--- config.mk ---
export PLATFORM = sky130hd
export DESIGN_NAME = uart_hex_cmd_parser
export DESIGN_NICKNAME = d
export VERILOG_FILES = /design/src/rtl/uart_hex_cmd_parser.sv
export SDC_FILE = /design/constraint.sdc
export NUM_CORES = 1
export LEC_CHECK = 0
export CORE_MARGIN = 5
export CORE_UTILIZATION = 44
export DETAILED_ROUTE_END_ITERATION = 12
export GPL_ROUTABILITY_DRIVEN = 0
export PLACE_DENSITY_LB_ADDON = 0.25
export SYNTH_ARGS = -nofsm -noshare
export SYNTH_HDL_FRONTEND = slang
export SYNTH_SLANG_ARGS = --single-unit
--- constraint.sdc ---
create_clock -name i_clk -period 7.1 [get_ports i_clk]
set_clock_uncertainty 0.1 [all_clocks]
set_input_delay 2.13 -clock i_clk [delete_from_list [all_inputs] [get_ports i_clk]]
set_output_delay 2.13 -clock i_clk [all_outputs]
set_load 0.02 [all_outputs]
--- src/rtl/uart_hex_cmd_parser.sv ---
// uart_hex_cmd_parser
//
// Sits between the UART receiver and the seven-segment driver. It collects
// ASCII hex digits into a right-aligned binary value and commits that value
// on CR or LF.
//
// Editing and recovery:
//   - BS removes the last digit.
//   - ESC abandons the entry.
//   - A bad byte or an overflow drops into ERROR. ERROR swallows bytes until
//     CR, LF or ESC arrives.
//   - A partial entry left idle for TIMEOUT_CYCLES clocks is discarded.
//
// Every byte is consumed in the cycle its strobe is high. All outputs are
// registered.
//
// Ports:
//   i_clk          receiver clock; everything in this block runs on it
//   i_reset        synchronous, active-high reset
//   i_data         received byte, looked at only while i_data_valid = 1
//   i_data_valid   one-cycle strobe per byte; may be high on back-to-back cycles
//   o_value        last committed value; holds between commits
//   o_value_valid  one-cycle pulse when o_value is updated
//   o_error        one-cycle pulse on a parse error, overflow or entry timeout
//   o_busy         high while the parser is not IDLE
//   o_digit_count  number of digits in the current partial entry
module uart_hex_cmd_parser #(
    parameter int N_DATA_BITS    = 8,
    parameter int DISPLAY_DIGITS = 4,
    parameter int TIMEOUT_CYCLES = 16000000
) (
    input  logic                                 i_clk,
    input  logic                                 i_reset,
    input  logic [N_DATA_BITS-1:0]               i_data,
    input  logic                                 i_data_valid,
    output logic [4*DISPLAY_DIGITS-1:0]          o_value,
    output logic                                 o_value_valid,
    output logic                                 o_error,
    output logic                                 o_busy,
    output logic [$clog2(DISPLAY_DIGITS+1)-1:0]  o_digit_count
);

    localparam int VW = 4 * DISPLAY_DIGITS;
    localparam int CW = $clog2(DISPLAY_DIGITS + 1);
    localparam int TW = $clog2(TIMEOUT_CYCLES + 1);

    typedef enum logic [1:0] {
        IDLE    = 2'd0,
        COLLECT = 2'd1,
        ERROR   = 2'd2
    } state_t;

    state_t          state_reg, state_next;
    logic [VW-1:0]   shift_reg, shift_next;
    logic [CW-1:0]   count_reg, count_next;
    logic [TW-1:0]   tcnt_reg, tcnt_next;
    logic [VW-1:0]   value_reg, value_next;
    logic            value_valid_reg, value_valid_next;
    logic            error_reg, error_next;

    logic            is_hex, is_term, is_bs, is_esc;
    logic [3:0]      nibble;
    logic            timeout_hit;

    // Byte classification. The full received word is compared, so any upper
    // bits beyond the ASCII range make the byte OTHER.
    always_comb begin
        is_hex  = 1'b0;
        is_term = 1'b0;
        is_bs   = 1'b0;
        is_esc  = 1'b0;
        nibble  = 4'h0;
        if (i_data >= N_DATA_BITS'('h30) && i_data <= N_DATA_BITS'('h39)) begin
            is_hex = 1'b1;
            nibble = 4'(i_data - N_DATA_BITS'('h30));
        end else if (i_data >= N_DATA_BITS'('h41) && i_data <= N_DATA_BITS'('h46)) begin
            is_hex = 1'b1;
            nibble = 4'(i_data - N_DATA_BITS'('h37));
        end else if (i_data >= N_DATA_BITS'('h61) && i_data <= N_DATA_BITS'('h66)) begin
            is_hex = 1'b1;
            nibble = 4'(i_data - N_DATA_BITS'('h57));
        end else if (i_data == N_DATA_BITS'('h0D) || i_data == N_DATA_BITS'('h0A)) begin
            is_term = 1'b1;
        end else if (i_data == N_DATA_BITS'('h08)) begin
            is_bs = 1'b1;
        end else if (i_data == N_DATA_BITS'('h1B)) begin
            is_esc = 1'b1;
        end
    end

    // A byte arriving on the expiry cycle takes precedence over the timeout.
    assign timeout_hit = !i_data_valid && (tcnt_reg == TW'(TIMEOUT_CYCLES - 1));

    // Next-state and next-output logic.
    always_comb begin
        state_next       = state_reg;
        shift_next       = shift_reg;
        count_next       = count_reg;
        value_next       = value_reg;
        value_valid_next = 1'b0;
        error_next       = 1'b0;

        case (state_reg)
            IDLE: begin
                if (i_data_valid) begin
                    if (is_hex) begin
                        shift_next = VW'(nibble);
                        count_next = CW'(1);
                        state_next = COLLECT;
                    end else if (!(is_term || is_bs || is_esc)) begin
                        // Stray TERM/BS/ESC in IDLE are ignored, so a CRLF
                        // pair yields a single commit.
                        error_next = 1'b1;
                        state_next = ERROR;
                    end
                end
            end

            COLLECT: begin
                if (i_data_valid) begin
                    if (is_hex) begin
                        if (count_reg == CW'(DISPLAY_DIGITS)) begin
                            error_next = 1'b1;
                            shift_next = '0;
                            count_next = '0;
                            state_next = ERROR;
                        end else begin
                            shift_next = (shift_reg << 4) | VW'(nibble);
                            count_next = count_reg + CW'(1);
                        end
                    end else if (is_term) begin
                        value_next       = shift_reg;
                        value_valid_next = 1'b1;
                        shift_next       = '0;
                        count_next       = '0;
                        state_next       = IDLE;
                    end else if (is_bs) begin
                        shift_next = shift_reg >> 4;
                        count_next = count_reg - CW'(1);
                        if (count_reg == CW'(1)) begin
                            state_next = IDLE;
                        end
                    end else if (is_esc) begin
                        shift_next = '0;
                        count_next = '0;
                        state_next = IDLE;
                    end else begin
                        error_next = 1'b1;
                        shift_next = '0;
                        count_next = '0;
                        state_next = ERROR;
                    end
                end else if (timeout_hit) begin
                    error_next = 1'b1;
                    shift_next = '0;
                    count_next = '0;
                    state_next = IDLE;
                end
            end

            ERROR: begin
                if (i_data_valid) begin
                    if (is_term || is_esc) begin
                        state_next = IDLE;
                    end
                end else if (timeout_hit) begin
                    // Leave silently: the error was already reported.
                    state_next = IDLE;
                end
            end

            default: begin
                state_next = IDLE;
                shift_next = '0;
                count_next = '0;
            end
        endcase

        // Idle-timeout counter.
        // - Restarts on every byte, while IDLE, and when it fires.
        // - Otherwise counts up, saturating at TIMEOUT_CYCLES.
        if (i_data_valid || state_reg == IDLE || timeout_hit) begin
            tcnt_next = '0;
        end else if (tcnt_reg != TW'(TIMEOUT_CYCLES)) begin
            tcnt_next = tcnt_reg + TW'(1);
        end else begin
            tcnt_next = tcnt_reg;
        end
    end

    always_ff @(posedge i_clk) begin
        if (i_reset) begin
            state_reg       <= IDLE;
            shift_reg       <= '0;
            count_reg       <= '0;
            tcnt_reg        <= '0;
            value_reg       <= '0;
            value_valid_reg <= 1'b0;
            error_reg       <= 1'b0;
        end else begin
            state_reg       <= state_next;
            shift_reg       <= shift_next;
            count_reg       <= count_next;
            tcnt_reg        <= tcnt_next;
            value_reg       <= value_next;
            value_valid_reg <= value_valid_next;
            error_reg       <= error_next;
        end
    end

    assign o_value       = value_reg;
    assign o_value_valid = value_valid_reg;
    assign o_error       = error_reg;
    assign o_busy        = (state_reg != IDLE);
    assign o_digit_count = count_reg;

endmodule

[Yosys cells after proc, flatten, opt, wreduce, memory -nomap -nowiden]
Index checks and enable logic that the tools add are counted.
Operators by class
  equality and inequality tests: 17
  multiplexer cells: 65
  order comparisons: 6
  $add $sub $neg: 6
  bitwise operators: 5
  reduce and logical (&&, ||, !) cells: 18
Operator list (number)
  two-way mux 16 bit: 6
  one-hot mux 16 bit (3 select lines): 1
  two-way mux 1 bit: 29
  two-way mux 2 bit: 13
  adder 24 x 1 -> 24 bit (second input constant): 1
  == test 24 bit (second input constant): 1
  == test 8 x 4 -> 1 bit (second input constant): 3
  two-way mux 12 bit: 2
  two-way mux 3 bit: 8
  inequality test 24 bit (second input constant): 1
  greater-or-equal comparator 8 x 7 -> 1 bit (second input constant): 2
  <= comparator 8 x 7 -> 1 bit (second input constant): 2
  OR 16 x 4 -> 16 bit: 1
  two-way mux 4 bit: 3
  inequality test 3 bit (second input constant): 3
  one-hot mux 3 bit (3 select lines): 1
  == test 8 x 5 -> 1 bit (second input constant): 1
  greater-or-equal comparator 8 x 6 -> 1 bit (second input constant): 1
  <= comparator 8 x 6 -> 1 bit (second input constant): 1
  AND reduction 4 bit: 2
  subtractor 4 x 3 -> 4 bit (second input constant): 2
  logical OR 1 bit: 6
  inequality test 6 bit (second input constant): 1
  one-hot mux 2 bit (3 select lines): 1
  18 further kinds: 25
Storage, ports and cells
  output and inout bits: 22
  input port bits: 11
  register bits after elaboration: 63

[Depth between registers and ports, before layout]
Gate-level depths: netlist of the first run.
  depth in word-level cells: 13
  mapped depth: 9
  gate-level depth less buffers: 7

[Least setup slack after synthesis of the first run]
Ideal clock, no wire load.
  path kind: input -> register
  start: in i_data[3]
  end: reg shift_reg[14]
  slack: 3.208 ns
  required time: 6.883 ns
  stages: 6
  arrival: 3.675 ns
  path through: or4b_4 > or3_4 > a21oi_2 > o32ai_2 > buf_6 > a32o_1
Between the ends
  word-level cells in the longest chain between the ends: 8
  elaborated cells on any way between the ends: 17
  classes of those cells: 6 x order compare; 1 x eq/ne; 6 x mux; 4 x reduce/logical
Ends and longest elaborated chain
  start: declaration: RTL line 34  | input logic [N_DATA_BITS-1:0] i_data,
  greater-or-equal comparator 8 x 7 -> 1 bit / <= comparator 8 x 7 -> 1 bit (equally long branches): RTL line 79  | end else if (i_data >= N_DATA_BITS'('h61) && i_data <= N_DATA_BITS'('h66)) begin
  logical AND 1 bit: RTL line 79
  two-way mux 1 bit: RTL line 79
  two-way mux 1 bit: RTL line 76  | end else if (i_data >= N_DATA_BITS'('h41) && i_data <= N_DATA_BITS'('h46)) begin
  two-way mux 1 bit (*): RTL line 73  | if (i_data >= N_DATA_BITS'('h30) && i_data <= N_DATA_BITS'('h39)) begin
  two-way mux 16 bit: RTL line 121  | if (is_hex) begin
  two-way mux 16 bit: RTL line 120  | if (i_data_valid) begin
  one-hot mux 16 bit (3 select lines): RTL line 103  | case (state_reg)
  end signal: assignment: RTL line 202  | shift_reg <= shift_next;
  end: declaration: RTL line 54  | logic [VW-1:0] shift_reg, shift_next;
Mark *: on every way between the ends. The rest lies on a longest branch, timed or not.
A chain may end at the register's enable or synchronous reset.

[Worst setup path in the final report of the first run]
  start: in i_data[1]
  end: reg shift_reg[1]
Between the ends
  word-level cells in the longest chain between the ends: 11
  elaborated cells on any way between the ends: 42
  classes of those cells: 3 x add/sub; 6 x order compare; 4 x eq/ne; 23 x mux; 1 x bitwise; 5 x reduce/logical
Ends and longest elaborated chain
  parallel branches: the longest is 11 deep, another holds greater-or-equal comparator 8 x 7 -> 1 bit
Several ways; the timed one is not identified. The select of a mux whose other input is x is not followed.

==> flow_summary.toml, run 1 <==
[run_status]
status = "finished, final reports clean"

[critical_path]
crit_required_ps = 7280
cp_slowest_cell = "o32ai_2"
worst_setup_path_end_kind = "flip-flop"
critPathArrivalTime_ps = 4730
critPathMaxFanout = 18
worstSetupPathType = "in2reg"
crit_buf_inv = 2
max_stage_delay_ps = 650
path_delay_family = "compound AO/OA/AOI/OAI gates"
setup.worst_path.start_class = "input pin"
path_cells = "clkdlybuf4s50_1 -> inv_1 -> ha_1 -> nor3b_1 -> or3_4 -> a21oi_2 -> o32ai_2 -> a22o_2"

[flow_run]
maxCapViolCount = 0

[layout]
stdcell_count = 500
finalCoreUtilization_pct = 52.6
largest_reg_flops = 24
diodes = 0
fill_cells = 673
fin_nets = 418
drive_gt1_share_pct = 8.98
synthToLayoutAreaGrowth_pct = 17.6

[logic_synthesis]
synth_nets = 394
synth_simple_gate_area_share_pct = 25.0
syn_area_per_cell_um2 = 8.62
synth_area_leaders = "dfxtp_1 39%, nand2_1 5.9%, xor2_1 4.6%, nor2_1 4.3%, ha_1 4.3%"
synth_edf_count = 0
yosysMostFrequentCell = "dfxtp_1"
synthMuxAreaShare_pct = 0.936
synth_seq_cells = 63
yosysTopAreaCell = "dfxtp_1"
synth_top_cell_area_share_pct = 39.3
synth_compound_area_share_pct = 20.4
ys_types = 63
synthAdderAreaFrac_pct = 4.29
seq_area_frac_synth_pct = 39.3
syn-cell-area_um2 = 3210
synth_xor_area_share_pct = 6.01
ys.flop_type = "dfxtp_1"
synth_top_family_by_area = "simple AND/OR/NAND/NOR gates"
async_reset_ff_share_pct = 0
synth_common_cells = "63 x dfxtp_1, 50 x nand2_1, 37 x nor2_1, 20 x a21oi_1, 17 x xor2_1"
yosys_warnings = 0
synthCells = 372

[clock_tree]
ctsHoldBuffers = 0
post_cts_buffers = 0
cts_resized = 0
cts_root_buf = "clkbuf_8"
insertion_delay_ps = 340
cts_inserted_buffers = 9
cts.path.max_buffers = 2
cts-htree-levels = 3
clkTransAtPathRegs_ps = 70
clock-sinks = 63
cts_tree = "built"

[global_route]
grt_max_degree = 26
antenna_found_initial = 0
grt_pass1_wl_mm = 12.3
grt.total_usage_pct = 17.3
grt_pass1_vias = 2491
overflow = 0

[routing]
vias_per_cell = 5.58
vias = 2791
drt_iter0_drc = 183
drc = 0
wl_per_cell_um = 14.7
routed_wirelength_mm = 7.35
drtPass1Iterations = 4
ant_nets = 0

[floorplan]
ios = 33
die_h_um = 95.4
initial_core_util_pct = 44.7
rows = 31
die-area_um2 = 9100
die_w_um = 95.4
core-area_um2 = 7180

[timing]
slew_violations = 0
worstMarginPinSlew_ps = 1170
fmax_mhz = 220
period_share_pct = 64.0
period_needed_ps = 4540
relSlewSlack_pct = 21.7
fin_setup_tns_ps = 0
rsz0062_at_grt = "false"
setup_viol = 0
holdWs_ps = 354
hold_violations = 0

[power]
power.density_nw_per_um2 = 197
p_leak_uw = 0.00124
ir_worst_vdd_uv = 103

[place]
dp_hpwl_mm = 5.19
io_buffers = 32
dp_cells = 484

[hold_path]
hp-class = "reg2reg"
==> where the power goes <==
group / switching (uW) / leakage, uW / total [uW] / internal, uW
clock network: 140 / 0.000110 / 337 / 197
logic: 30.5 / 0.000617 / 49.6 / 19.1
registers: 3.11 / 0.000508 / 358 / 355
==> kinds of logic (layout without fill, tap and decap cells) <==
logic type / Yosys count / in the layout
xor gates and xnor gates: 22 / 22
buffers and inverters: 29 / 58
DFF: 63 / 63
muxes: 3 / 3
AOI/OAI and AO/OA: 86 / 86
and+or+nand+nor: 158 / 158
adders and majority gates: 11 / 11
==> through the flow <==
stage / setup WS [ps] / power, uW / cell area [um2]
after detailed placement: 2270 / 415 / 3560
final: 2560 / 745 / 3770
after CTS: 2590 / 751 / 3770
after floorplan: 3210 / 399 / 3210
after global routing: 2410 / 776 / 3770
after global placement: 2350 / 414 / 3560
==> cell type report <==
class | instances | area (um2) | share of cell area [%]
clock buffer | 10 | 128 | 3.38
clock inverter | 6 | 83.8 | 2.22
inverter | 10 | 37.5 | 0.995
multi-input combinational | 280 | 1820 | 48.2
sequential | 63 | 1260 | 33.4
tap | 99 | 124 | 3.28
timing repair buffer | 32 | 320 | 8.49
==> worst paths after layout <==
kind	to	slack, ps	start	depth (start not counted)
setup / recovery	shift_reg[1]$_SDFFE_PP0P_	2560	i_data[1]	8
hold / removal	o_value[8]$_SDFFE_PP0P_	350	o_value[8]$_SDFFE_PP0P_	2
setup reg to reg	tcnt_reg[14]$_SDFFE_PP0P_	4490	tcnt_reg[1]$_SDFFE_PP0P_	6
hold reg to reg	o_value[8]$_SDFFE_PP0P_	350	o_value[8]$_SDFFE_PP0P_	2
==> layout by cell type, fill, tap and decap left out, drive strengths merged, types with 4 or more instances in the layout <==
cell / count
xnor2: 5
a21oi: 22
ha: 11
nand2: 50
nor3: 4
nand3: 16
nor2: 37
a22o: 6
a211oi: 5
o21ai: 8
xor2: 17
clkbuf: 10
o211ai: 4
inv: 11
clkdlybuf4s50: 32
nand4: 10
dfxtp: 63
nor4: 5
a32o: 6
and3: 6
and4: 5
a22oi: 8
o2bb2ai: 9
==> worst register-to-register path, delay by kind of cell (launching register included) <==
kind | cells | cell delay, ps
AOI/OAI and AO/OA | 1 | 250
adders and majority gates | 1 | 310
DFF | 1 | 430
and+or+nand+nor | 4 | 1370
==> layer usage <==
layer | track usage (%) | vias to the layer above | share of wire, %
met2 | 24.8 | 74 | 45
met5 | 0 | - | 0
li1 | - | 1387 | -
met1 | 24.2 | 1322 | 48
met3 | 5.84 | 8 | 6.0
met4 | 5.57 | 0 | 1.2
No activity file was read; power rests on OpenSTA's default activity.
==> inputs of run 2 (changes only) <==
Clock period 7.1 ns to 4.7 ns, I/O delays scaled along.
==> run 2 against run 1 <==
Wire length fell by 2.0%; clock power up 22%; final cell count increased by 0.60%; global-route usage is 0.069 points higher; highest routed layer unchanged; hold slack worse by 2.2 ps; largest power group unchanged; sequential power rose by 51%; critical path type unchanged; register-to-register slack worse by 2400 ps; worst setup slack got worse by 1500 ps.
==> flow_summary.toml, run 2 (same netlist as run 1, synthesis figures left out) <==
[critical_path]
worst_setup_path_end_kind = "flip-flop"
worstSetupPathType = "in2reg"
path_cells = "clkdlybuf4s50_1 -> or4b_4 -> or3_4 -> a21oi_2 -> o32ai_2 -> buf_4 -> a22o_2"
critPathArrivalTime_ps = 3730
critPathMaxFanout = 18
cp_slowest_cell = "or4b_4"
crit_required_ps = 4820
max_stage_delay_ps = 630
reg2reg_depth = 6
setup.worst_path.start_class = "input pin"

[routing]
vias_per_cell = 5.42
drt_iter0_drc = 164
route.met3.wl_um = 297
route.met2.wl_mm = 3.13
drt-met1-wl_mm = 3.68
vias = 2728
routed_wirelength_mm = 7.20
drc = 0
ant_nets = 0
highest_layer = "met4"
wl_per_cell_um = 14.3
drtPass1Iterations = 4

[layout]
diodes = 0
largest_reg_flops = 24
synthToLayoutAreaGrowth_pct = 17.2
fin_nets = 421
drive_gt1_share_pct = 9.90
layout_common_cells = "63 x dfxtp_1, 50 x nand2_1, 37 x nor2_1"
layout_commonest_cell = "dfxtp_1"

[timing]
slew_violations = 0
holdWs_ps = 351
fmax_mhz = 277
hold_violations = 0
rsz0062_at_grt = "false"
worstMarginPinSlew_ps = 1120
setup_viol = 0
relSlewSlack_pct = 24.7
period_needed_ps = 3610
fin_setup_tns_ps = 0
period_share_pct = 76.8

[clock_tree]
insertion_delay_ps = 330
cts-htree-levels = 3
cts.path.max_buffers = 2
cts_resized = 0
clock-sinks = 63
cts_inserted_buffers = 9
ctsHoldBuffers = 0
clkTransAtPathRegs_ps = 80
cts_tree = "built"
cts_root_buf = "clkbuf_8"
post_cts_buffers = 0

[floorplan]
rows = 31
initial_core_util_pct = 44.7
core-area_um2 = 7180
ios = 33
die_h_um = 95.4
die-area_um2 = 9100
die_w_um = 95.4

[global_route]
grt_max_degree = 26
antenna_found_initial = 0
grt.total_usage_pct = 17.3
overflow = 0
grt_pass1_vias = 2650
grt_pass1_wl_mm = 12.6

[hold_path]
holdPathStages = 2
hp-class = "reg2reg"

[power]
finalPower_uw = 1030
power.density_nw_per_um2 = 274
ir_worst_vdd_uv = 136
p_leak_uw = 0.00123

[flow_run]
maxCapViolCount = 0

[place]
dp_hpwl_mm = 5.18
io_buffers = 32

[run_status]
status = "finished, final reports clean"
==> run 2: layer usage <==
| metal | track usage (%) | up-vias |
|---|---|---|
| li1 | - | 1399 |
| met1 | 25.0 | 1265 |
| met2 | 24.8 | 56 |
| met3 | 5.05 | 8 |
| met4 | 5.45 | 0 |
| met5 | 0 | - |
==> run 2: final timing paths <==
check	startpoint	endpoint	slack (ps)
setup reg to reg	tcnt_reg[1]$_SDFFE_PP0P_	tcnt_reg[19]$_SDFFE_PP0P_	2120
hold reg to reg	o_value[6]$_SDFFE_PP0P_	o_value[6]$_SDFFE_PP0P_	350
setup / recovery	i_data[3]	shift_reg[3]$_SDFFE_PP0P_	1090
hold / removal	o_value[6]$_SDFFE_PP0P_	o_value[6]$_SDFFE_PP0P_	350
==> run 2: final cells by class <==
class	count	area [um2]
fillers	685	3420
flip-flops and latches	63	1260
inverters	10	37.5
clock buffers	10	138
well taps	99	124
clock inverters	6	36.3
multi-input cells	280	1820
repair buffers	35	343
==> run 2: per-stage QoR <==
stage	setup slack [ps]	instances	utilization, %	instance area [um2]
finish	1090	503	52.4	3760
CTS	1100	503	52.4	3760
global placement	790	487	50.0	3580
floorplan	1530	372	-	3210
global route	848	503	52.4	3760
detailed placement	751	487	50.0	3580
==> run 2: critical path: cells and delay by family <==
kind	cells	cell delay, ps
AO/OA/AOI/OAI	3	490
buffers and inverters	2	800
AND/OR/NAND/NOR	2	1020
==> run 2: power breakdown <==
| part | internal [uW] | total (uW) | switching (uW) |
|---|---|---|---|
| logic | 30.5 | 76.0 | 45.5 |
| registers | 536 | 541 | 4.76 |
| clock network | 203 | 412 | 209 |
==> inputs of run 3 (changes only) <==
Clock period 4.7 ns to 3.7 ns, I/O delays scaled along.
==> run 3 against run 2 <==
Critical path type unchanged; first-iteration DRC count is 1.2% lower; cell area is 3.0% higher; count of clock-buffer cells in the layout is the same; flip-flop and latch count did not move; final cell count up 2.6%; global-route usage shrank 0.20 points; combinational power rose by 37%; critical endpoint is now shift_reg[1]$_SDFFE_PP0P_; sequential power is 27% higher; clock power rose by 38%; core utilization rose by 1.6 points.
==> flow_summary.toml, run 3 (same netlist as run 1, synthesis figures left out) <==
[run_status]
status = "finished, final reports clean"

[clock_tree]
cts_inserted_buffers = 9
cts_resized = 0
cts.path.max_buffers = 2
insertion_delay_ps = 330
post_cts_buffers = 0
cts_tree = "built"
clkTransAtPathRegs_ps = 70
ctsHoldBuffers = 0
clock-sinks = 63
cts-htree-levels = 3
cts_root_buf = "clkbuf_8"

[critical_path]
worst_setup_path_end_kind = "flip-flop"
r2r_slack_ps = 1130
r2r_start = "tcnt_reg[1]$_SDFFE_PP0P_"
startpoint = "i_data[1]"
crit_required_ps = 3820
rr_endpoint = "tcnt_reg[22]$_SDFFE_PP0P_"
critPathArrivalTime_ps = 3290
critPathMaxFanout = 18
setup.worst_path.start_class = "input pin"
worstSetupPathType = "in2reg"
reg2reg_depth = 6
critPathCapture = "shift_reg[1]$_SDFFE_PP0P_"

[layout]
diodes = 0
drive_gt1_share_pct = 12.5
layout_common_cells = "63 x dfxtp_1, 50 x nand2_1, 37 x nor2_1"
fin_area_um2 = 3870
synthToLayoutAreaGrowth_pct = 20.7
layout_commonest_cell = "dfxtp_1"
largest_reg_flops = 24
fin_nets = 434

[power]
p_int_uw = 1030
pwr-share-comb_pct = 7.6
swShare_pct = 24.0
p_leak_uw = 0.00130
p_sw_uw = 326
p_seq_share_pct = 50.5
power.density_nw_per_um2 = 351
ir_worst_vdd_uv = 182
clock_power_share_pct = 41.8
finalPower_uw = 1360

[timing]
fin_setup_tns_ps = 0
hold_violations = 0
period_needed_ps = 3170
slew_violations = 0
rsz0062_at_grt = "false"
holdWs_ps = 354
relSlewSlack_pct = 25.8
fin_ws_ps = 527
period_share_pct = 85.8
fmax_mhz = 315
setup_viol = 0
worstMarginPinSlew_ps = 1100

[place]
dp_hpwl_mm = 5.39
io_buffers = 32
dpl_cell_area_um2 = 3680
dp_slack_ps = 206

[global_route]
grt_pass1_vias = 2712
antenna_found_initial = 0
grt_max_degree = 25
overflow = 0
grt.total_usage_pct = 17.1
grt_pass1_wl_mm = 12.4

[routing]
drc = 0
drtPass1Iterations = 5
routed_wirelength_mm = 7.51
ant_nets = 0
wl_per_cell_um = 14.5
drt_iter0_drc = 162
vias = 2862
vias_per_cell = 5.55

[floorplan]
die_h_um = 95.4
die_w_um = 95.4
die-area_um2 = 9100
core-area_um2 = 7180
initial_core_util_pct = 44.7
rows = 31
ios = 33

[flow_run]
maxCapViolCount = 0

[hold_path]
hp-class = "reg2reg"
[run 3: cell types whose count changed in the layout (fill, tap and decap cells not counted), sizes merged]
cell    previous run  this run
buf                3        16
bufinv             0         1
clkinv             5         4
[run 3: area by class of cell]
| class | instances | area (um2) |
|---|---|---|
| Fill cell | 673 | 3300 |
| Multi-Input combinational cell | 280 | 1820 |
| Clock buffer | 10 | 128 |
| Timing Repair Buffer | 48 | 440 |
| Tap cell | 99 | 124 |
| Inverter | 10 | 37.5 |
| Sequential cell | 63 | 1260 |
| Clock inverter | 6 | 61.3 |
[run 3: critical path, stage by stage]
cell,delay [ps]
clkdlybuf4s50_1,560
inv_1,120
ha_1,200
nor3b_1,150
or3_4,420
a21oi_2,150
o32ai_2,90
buf_4,210
a22o_2,270
[run 3: power by group through the flow]
stage               logic, uW  registers [uW]  clock network [uW]
floorplan                64.7             700                   0
global placement          101             703                   0
detailed placement        102             703                   0
CTS                       103             687                 585
global route              112             688                 622
finish                    104             687                 569
[run 3: how the worst min path moves through the flow]
stage	startpoint	endpoint	slack, ps	cells after the start
floorplan	shift_reg[12]$_SDFFE_PP0P_	o_value[12]$_SDFFE_PP0P_	350	2
CTS	o_value[6]$_SDFFE_PP0P_	o_value[6]$_SDFFE_PP0P_	360	2
detailed placement	o_value[9]$_SDFFE_PP0P_	o_value[9]$_SDFFE_PP0P_	350	2
global route	o_value[3]$_SDFFE_PP0P_	o_value[3]$_SDFFE_PP0P_	370	2
finish	o_value[3]$_SDFFE_PP0P_	o_value[3]$_SDFFE_PP0P_	350	2
global placement	o_value[10]$_SDFFE_PP0P_	o_value[10]$_SDFFE_PP0P_	340	2
[run 3: per-layer routing]
layer / track usage (%) / routed length (um)
met1: 22.8 / 3750
met2: 27.0 / 3390
met3: 4.66 / 255
met4: 5.45 / 112
met5: 0 / 0
[run 3: through the flow]
step	util (%)	std cells
after floorplan	-	372
after global placement	51.3	500
after detailed placement	51.3	500
after CTS	53.9	516
after global routing	53.9	516
final	53.9	516
